$ cat config.mk
export PLATFORM = sky130hd
export DESIGN_NAME = ins_fetch
export DESIGN_NICKNAME = d
export VERILOG_FILES = /design/src/rtl/ins_fetch.sv
export SDC_FILE = /design/constraint.sdc
export NUM_CORES = 1
export LEC_CHECK = 0
export BUFFER_PORTS_ARGS = -buffer_cell sky130_fd_sc_hd__buf_4
export CORE_MARGIN = 2
export CORE_UTILIZATION = 48
export DETAILED_ROUTE_END_ITERATION = 10
export PLACE_DENSITY = 0.78
export SETUP_SLACK_MARGIN = 0.4
export SLEW_MARGIN = 15
export SYNTH_ARGS = -nofsm -noshare
export SYNTH_HDL_FRONTEND = slang
export SYNTH_SLANG_ARGS = --single-unit
$ cat constraint.sdc
create_clock -name clk -period 2 [get_ports clk]
set_input_delay 0 -clock clk [delete_from_list [all_inputs] [get_ports clk]]
set_output_delay 0 -clock clk [all_outputs]
set_load 0.005 [all_outputs]
$ cat src/rtl/ins_fetch.sv
// Instruction front end for the 8-bit teaching CPU: fetches opcode/target bytes,
// holds the instruction register and issues one decoder enable per instruction.
module ins_fetch #(
    parameter int AW       = 8,
    parameter int RESET_PC = 0
) (
    input  logic          clk,
    input  logic          rst,
    input  logic          start,
    output logic [AW-1:0] mem_addr,
    output logic          mem_rd,
    input  logic [7:0]    mem_rdata,
    input  logic          mem_ack,
    input  logic          z_flag,
    input  logic          c_flag,
    input  logic          exec_done,
    output logic [7:0]    ir,
    output logic          en,
    output logic [AW-1:0] pc,
    output logic          halted
);

    typedef enum logic [2:0] {
        S_IDLE,
        S_FETCH,
        S_ISSUE,
        S_WAIT_EXEC,
        S_FETCH_TGT,
        S_HALTED
    } state_e;

    typedef enum logic [1:0] {
        CL_EXEC,
        CL_JUMP,
        CL_NOP,
        CL_HALT
    } op_class_e;

    localparam logic [AW-1:0] PC_RST = AW'(RESET_PC);

    state_e        state_q, state_d;
    logic [AW-1:0] pc_q, pc_d;
    logic [7:0]    ir_q, ir_d;
    logic          en_q, en_d;
    logic          halted_q, halted_d;

    op_class_e     op_class;
    logic [AW-1:0] pc_inc;
    logic [AW-1:0] jump_tgt;
    logic          taken;

    always_comb begin
        unique case (ir_q[7:4])
            4'b0011: op_class = CL_JUMP;
            4'b0111: op_class = CL_NOP;
            4'b1000: op_class = CL_HALT;
            default: op_class = CL_EXEC;
        endcase
    end

    // Increment wraps naturally at 2^AW; the target byte is truncated or zero-extended to AW.
    assign pc_inc   = pc_q + AW'(1);
    assign jump_tgt = AW'(mem_rdata);
    assign taken    = (ir_q[1:0] == 2'b00) | (ir_q[1] & c_flag) | (ir_q[0] & z_flag);

    always_comb begin
        // NOTE: every output of this block gets a default first so no path can infer a latch.
        state_d = state_q;
        pc_d    = pc_q;
        ir_d    = ir_q;
        mem_rd  = 1'b0;
        unique case (state_q)
            S_IDLE: begin
                if (start) state_d = S_FETCH;
            end
            S_FETCH: begin
                mem_rd = 1'b1;
                if (mem_ack) begin
                    ir_d    = mem_rdata;
                    pc_d    = pc_inc;
                    state_d = S_ISSUE;
                end
            end
            S_ISSUE: begin
                unique case (op_class)
                    CL_JUMP: state_d = S_FETCH_TGT;
                    CL_NOP:  state_d = S_FETCH;
                    CL_HALT: state_d = S_HALTED;
                    default: state_d = S_WAIT_EXEC;
                endcase
            end
            S_WAIT_EXEC: begin
                if (exec_done) state_d = S_FETCH;
            end
            S_FETCH_TGT: begin
                mem_rd = 1'b1;
                if (mem_ack) begin
                    pc_d    = taken ? jump_tgt : pc_inc;
                    state_d = S_FETCH;
                end
            end
            S_HALTED: state_d = S_HALTED;
            default:  state_d = S_IDLE;
        endcase
    end

    // en and halted are registered from the next state so they line up with ISSUE/HALTED.
    assign en_d     = (state_d == S_ISSUE);
    assign halted_d = (state_d == S_HALTED);

    // NOTE: sequential state uses non-blocking assignments so every register samples pre-edge values.
    always_ff @(posedge clk or posedge rst) begin
        if (rst) begin
            state_q  <= S_IDLE;
            pc_q     <= PC_RST;
            ir_q     <= 8'h00;
            en_q     <= 1'b0;
            halted_q <= 1'b0;
        end else begin
            state_q  <= state_d;
            pc_q     <= pc_d;
            ir_q     <= ir_d;
            en_q     <= en_d;
            halted_q <= halted_d;
        end
    end

    assign mem_addr = pc_q;
    assign pc       = pc_q;
    assign ir       = ir_q;
    assign en       = en_q;
    assign halted   = halted_q;

endmodule

== Word level (Yosys, flattened, before mapping) ==
Index checks and enable logic that the tools add are counted.

* Memories kept: 0
* Register bits: 21
* Bits in latches: 0
* Bits in writable memories: 0
* ROM bits: 0
* Output and inout port bits: 27
* Word-level logic and storage cells: 43
* Bits of input ports: 15

* Reduce and logical (&&, ||, !) cells: 6
* Divide/modulo/power cells: 0
* Multiplexer cells: 12
* Magnitude comparators: 0
* $add $sub $neg: 1
* Shift operators: 0
* Equal/unequal tests: 15
* Bitwise operators: 4
* Multiply operators: 0

{| class="wikitable"
|+ Operators by type and width
! kind !! number
|-
| $mux 8 || 3
|-
| $pmux 3 s6 || 1
|-
| $pmux 8 s2 || 1
|-
| $mux 3 || 4
|-
| $eq 3x2->1 const B || 3
|-
| $eq 3x3->1 const B || 3
|-
| $pmux 3 s3 || 1
|-
| $add 8x1->8 const B || 1
|-
| $pmux 2 s3 || 1
|-
| $eq 2x2->1 const B || 2
|-
| $eq 4x2->1 const B || 1
|-
| $eq 4x3->1 const B || 1
|-
| $eq 4x4->1 const B || 1
|-
| $ne 2x2->1 const B || 2
|-
| $eq 3x1->1 const B || 1
|-
| $logic_not 3->1 || 1
|-
| $reduce_and 3->1 || 1
|-
| $and 1x1->1 || 2
|-
| $eq 2x1->1 const B || 1
|-
| $logic_not 2->1 || 1
|-
| $or 1x1->1 || 2
|-
| $reduce_and 2->1 || 1
|-
| $reduce_bool 2->1 || 1
|-
| $reduce_or 2->1 || 1
|-
| $mux 1 || 1
|}

== Logic depth before layout (Yosys ltp) ==
* Depth in word-level cells: 6
* Gate-level depth with buffers: 5
* Gate-level depth less buffers: 5

== Worst setup path before layout ==
Ideal clock, no wire load.

* Path kind: flip-flop to flip-flop
* Start: register state_q[0]
* End: register pc_q[4] (netlist: mem_addr[4])
* Path buffers: 0
* Data arrival time: 1.333 ns
* Library setup time: 0.124 ns
* Required time: 1.876 ns
* Stages on the path, launching flop included: 5
* Path slack: 0.543 ns
* Clock period less this slack: 1.457 ns
* Cells stage by stage: dfrtp_1 -> nor3b_1 -> o21a_1 -> a21oi_1 -> a211o_2

* Word-level cells in the longest chain between the ends: 3
* Elaborated cells between the ends (all ways): 7
* Classes of those cells: eq/ne (4); mux (1); reduce/logical (2)

{| class="wikitable"
|+ Ends and longest elaborated chain
! element !! line !! RTL
|-
| start, declared || 41 || <nowiki>state_e state_q, state_d;</nowiki>
|-
| start signal, assigned || 120 || <nowiki>state_q <= state_d;</nowiki>
|-
| $eq 3x1->1 / $eq 3x3->1 (equally long branches) || 72 || <nowiki>unique case (state_q)</nowiki>
|-
| $ne 2x2->1 (no line) / $reduce_bool 2->1 (equally long branches) || n/a ||
|-
| $reduce_and 3->1 (no line) || n/a ||
|-
| end signal, assigned || 121 || <nowiki>pc_q <= pc_d;</nowiki>
|-
| end, declared || 42 || <nowiki>logic [AW-1:0] pc_q, pc_d;</nowiki>
|}

Parallel ways exist; a longest one is shown, timed or not.
A chain may end at the register's enable or synchronous reset.

== Final worst setup path ==
* Start: register state_q[1]
* End: register pc_q[4] (netlist: mem_addr[4])

The elaborated chain is that of the path after synthesis.

==> flow_metrics.py <==
metrics = {
    "worst_setup_path": {
        "path_max_fanout": 8,
        "startpoint_type": "register",
        "cp_slowest_cell": "or4_1",
        "worstRegToRegCells": 4,
        "cpPeakStageDelay_ns": 0.54,
        "cp.buffers_inverters": 0,
        "criticalPathCategory": "reg2reg",
        "critical-path-top-delay-family": "simple AND/OR/NAND/NOR gates",
        "worstPathArrival_ns": 1.92,
        "crit_chain": "nand2b_2 > or4_1 > a21oi_1 > a211o_2",
        "crit_cells": 4,
        "required_ns": 2.26,
        "end_kind": "register",
    },
    "clock_tree": {
        "numCtsBuffers": 3,
        "clockBufferDepth": 2,
        "htree_levels": 1,
        "clock_sinks": 21,
        "cts-root-buf": "clkbuf_4",
        "cts_tree": "done",
        "path_clk_slew_ns": 0.12,
        "clock_latency_ns": 0.31,
    },
    "floorplanning": {
        "die_width_um": 53.11,
        "rows": 17,
        "fp.dieArea_mm2": 0.002820,
        "core-area_mm2": 0.002255,
        "die_h_um": 53.11,
        "pin_count": 42,
        "start_util_pct": 51.33,
    },
    "timing": {
        "max_freq_mhz": 604.1,
        "finClkSkew_ns": 0.0009893,
        "timing.final.crit_share_pct": 82.76,
        "finalHoldViolCount": 0,
        "tightest_slew_ns": 0.7717,
        "drv_slew": 0,
        "fin_tns_setup_ns": 0,
        "finalCriticalPeriod_ns": 1.655,
        "rsz0062_at_grt": "true",
        "setup_ws_ns": 0.3447,
        "finalSetupViolations": 0,
        "relSlewSlack_pct": 48.50,
    },
    "drt": {
        "via_per_inst": 5.344,
        "route.vias.total": 1010,
        "drtIter0Drc": 21,
        "drtAntennaViolNets": 0,
        "remaining_drc_errors": 0,
        "wl_per_cell_um": 14.85,
        "first_pass_iters": 4,
        "wl_um": 2806,
    },
    "cells_and_area": {
        "final_common_cell": "buf_4",
        "final_cell_mix": "buf_4 (42), dfrtp_1 (21), dlygate4sd3_1 (11)",
        "antenna_cells": 0,
        "stdcell_count": 189,
        "nets": 178,
        "fin_util_pct": 72.20,
        "area_growth_pct": 40.65,
        "drive_above_1_share_pct": 41.61,
    },
    "synth": {
        "ys.warnings.count": 0,
        "ys_types": 38,
        "synthCells": 113,
        "syn_nets": 129,
        "synth_area_per_cell_um2": 10.24,
        "synth_seq_area_share_pct": 45.41,
        "ys_seq_elements": 21,
        "syn_area_mm2": 0.001157,
    },
    "power": {
        "powerDensity_mw_per_mm2": 1391,
        "ir_drop_v": 0.0009076,
        "power.static_leakage_uw": 0.0007898,
        "p_total_uw": 2264,
    },
    "placement": {
        "io_buffers": 41,
        "gp_congestion": 0.7641,
        "place_ws_ns": 0.3620,
        "dp_cells": 173,
        "place_hpwl_um": 1930,
    },
    "outcome": {
        "status": "finished, final reports clean",
    },
    "global_route": {
        "grtUsageMet3_pct": 5.932,
        "met2_usage_pct": 37.29,
        "antenna_found_initial": 0,
        "grt_util_all_layers_pct": 21.56,
        "grt_remaining_overflow": 0,
        "grt_max_degree": 22,
        "met1_usage_pct": 26.49,
        "grt_pass1_vias": 955,
        "grt_pass1_wl_um": 4388,
        "busiest_layer": "met2",
    },
    "min_path": {
        "hold_depth": 3,
        "hp-class": "in2reg",
    },
    "run": {
        "drv_cap": 0,
    },
}
==> worst min-delay path, cell delays in order <==
cell       delay, ns
buf_4           0.07
a31oi_1         0.07
o2bb2ai_1       0.18
==> repair_timing <==
item	in CTS	in global routing
hold buffers	11	0
pin swaps	0	1
setup endpoints to repair	8	12
hold endpoints to repair	33	0
cloned	0	0
setup buffers	0	1
gates resized for setup	4	6
==> per-stage QoR <==
| stage | hold slack (ns) | area [µm²] |
|---|---|---|
| 5_1_grt | 0.07386 | 1628 |
| 2_1_floorplan | -0.02347 | 1157 |
| 6_report | 0.05226 | 1628 |
| 4_1_cts | 0.04785 | 1593 |
| 3_3_place_gp | 0.1962 | 1435 |
| 3_5_place_dp | 0.2023 | 1435 |
==> path summary, 6_finish.rpt <==
check	start	end	slack, ns
min reg2reg	ir[2]	ir[2]	0.53
max	state_q[1]	mem_addr[4]	0.34
max in group asynchronous	rst	halted	1.14
min in group asynchronous	rst	ir[1]	0.38
max reg2reg	state_q[1]	mem_addr[4]	0.34
min	start	state_q[0]	0.05
==> cell usage after synthesis <==
| master | instances | share of area (%) |
|---|---|---|
| a211o_1 | 1 | 0.76 |
| a211o_2 | 1 | 0.86 |
| a21boi_0 | 1 | 0.65 |
| a21oi_1 | 6 | 2.6 |
| a22o_2 | 1 | 0.86 |
| a22oi_1 | 2 | 1.3 |
| a2bb2oi_1 | 2 | 1.5 |
| a31oi_1 | 1 | 0.54 |
| and3_1 | 2 | 1.1 |
| and4_1 | 1 | 0.76 |
| buf_2 | 1 | 0.43 |
| buf_4 | 8 | 5.2 |
| dfrtp_1 | 21 | 45 |
| ha_1 | 1 | 1.1 |
| inv_1 | 7 | 2.3 |
| mux2_2 | 9 | 8.8 |
| mux2i_1 | 6 | 5.2 |
| nand2_1 | 9 | 2.9 |
| nand2b_1 | 1 | 0.54 |
| nand3_1 | 5 | 2.2 |
| nand3b_1 | 1 | 0.65 |
| nor2_1 | 5 | 1.6 |
| nor2_2 | 2 | 1.1 |
| nor2b_1 | 1 | 0.54 |
| nor3b_1 | 1 | 0.65 |
| o2111ai_1 | 1 | 0.76 |
| o211ai_1 | 1 | 0.65 |
| o21a_1 | 1 | 0.65 |
| o21ai_0 | 5 | 2.2 |
| o21ai_2 | 1 | 0.76 |
| o22a_1 | 1 | 0.76 |
| o2bb2ai_1 | 1 | 0.76 |
| o41ai_1 | 1 | 0.76 |
| or2_0 | 1 | 0.54 |
| or3_2 | 1 | 0.65 |
| or3b_2 | 1 | 0.76 |
| or4_1 | 1 | 0.65 |
| xnor2_1 | 1 | 0.76 |
==> registers in the layout, summed over array words and instances, names as in the netlist <==
register,count
ir,8
mem_addr,8
halted,1
en,1
state_q,3
==> layer usage <==
layer	up-vias	part of all wire, %
met4	0	0.50
li1	499	-
met1	483	44
met3	2	4.7
met5	-	0
met2	26	50
==> area by class of cell <==
class | instances | area [µm²]
fillers | 158 | 626.9
well taps | 28 | 35.03
inverters | 7 | 26.28
flip-flops and latches | 21 | 525.5
multi-input cells | 76 | 588.1
clock buffers | 3 | 22.52
repair buffers | 53 | 425.4
clock inverters | 1 | 5.005
==> cells by family after synthesis <==
family	count (synthesis)	share of synthesized area, %
fa+ha+maj	1	1.081
simple gates	32	14.60
compound gates	27	16.33
flops	21	45.41
mux	15	13.95
buf+inv	16	7.892
xor+xnor	1	0.7569
==> power by group <==
| group | switching [µW] | internal (µW) | total [µW] | leakage [µW] |
|---|---|---|---|---|
| Clock | 133 | 74.8 | 208 | 0.0000177 |
| Combinational | 500 | 681 | 1180 | 0.000523 |
| Sequential | 254 | 621 | 875 | 0.000249 |
(Power assumes the default switching activity.)
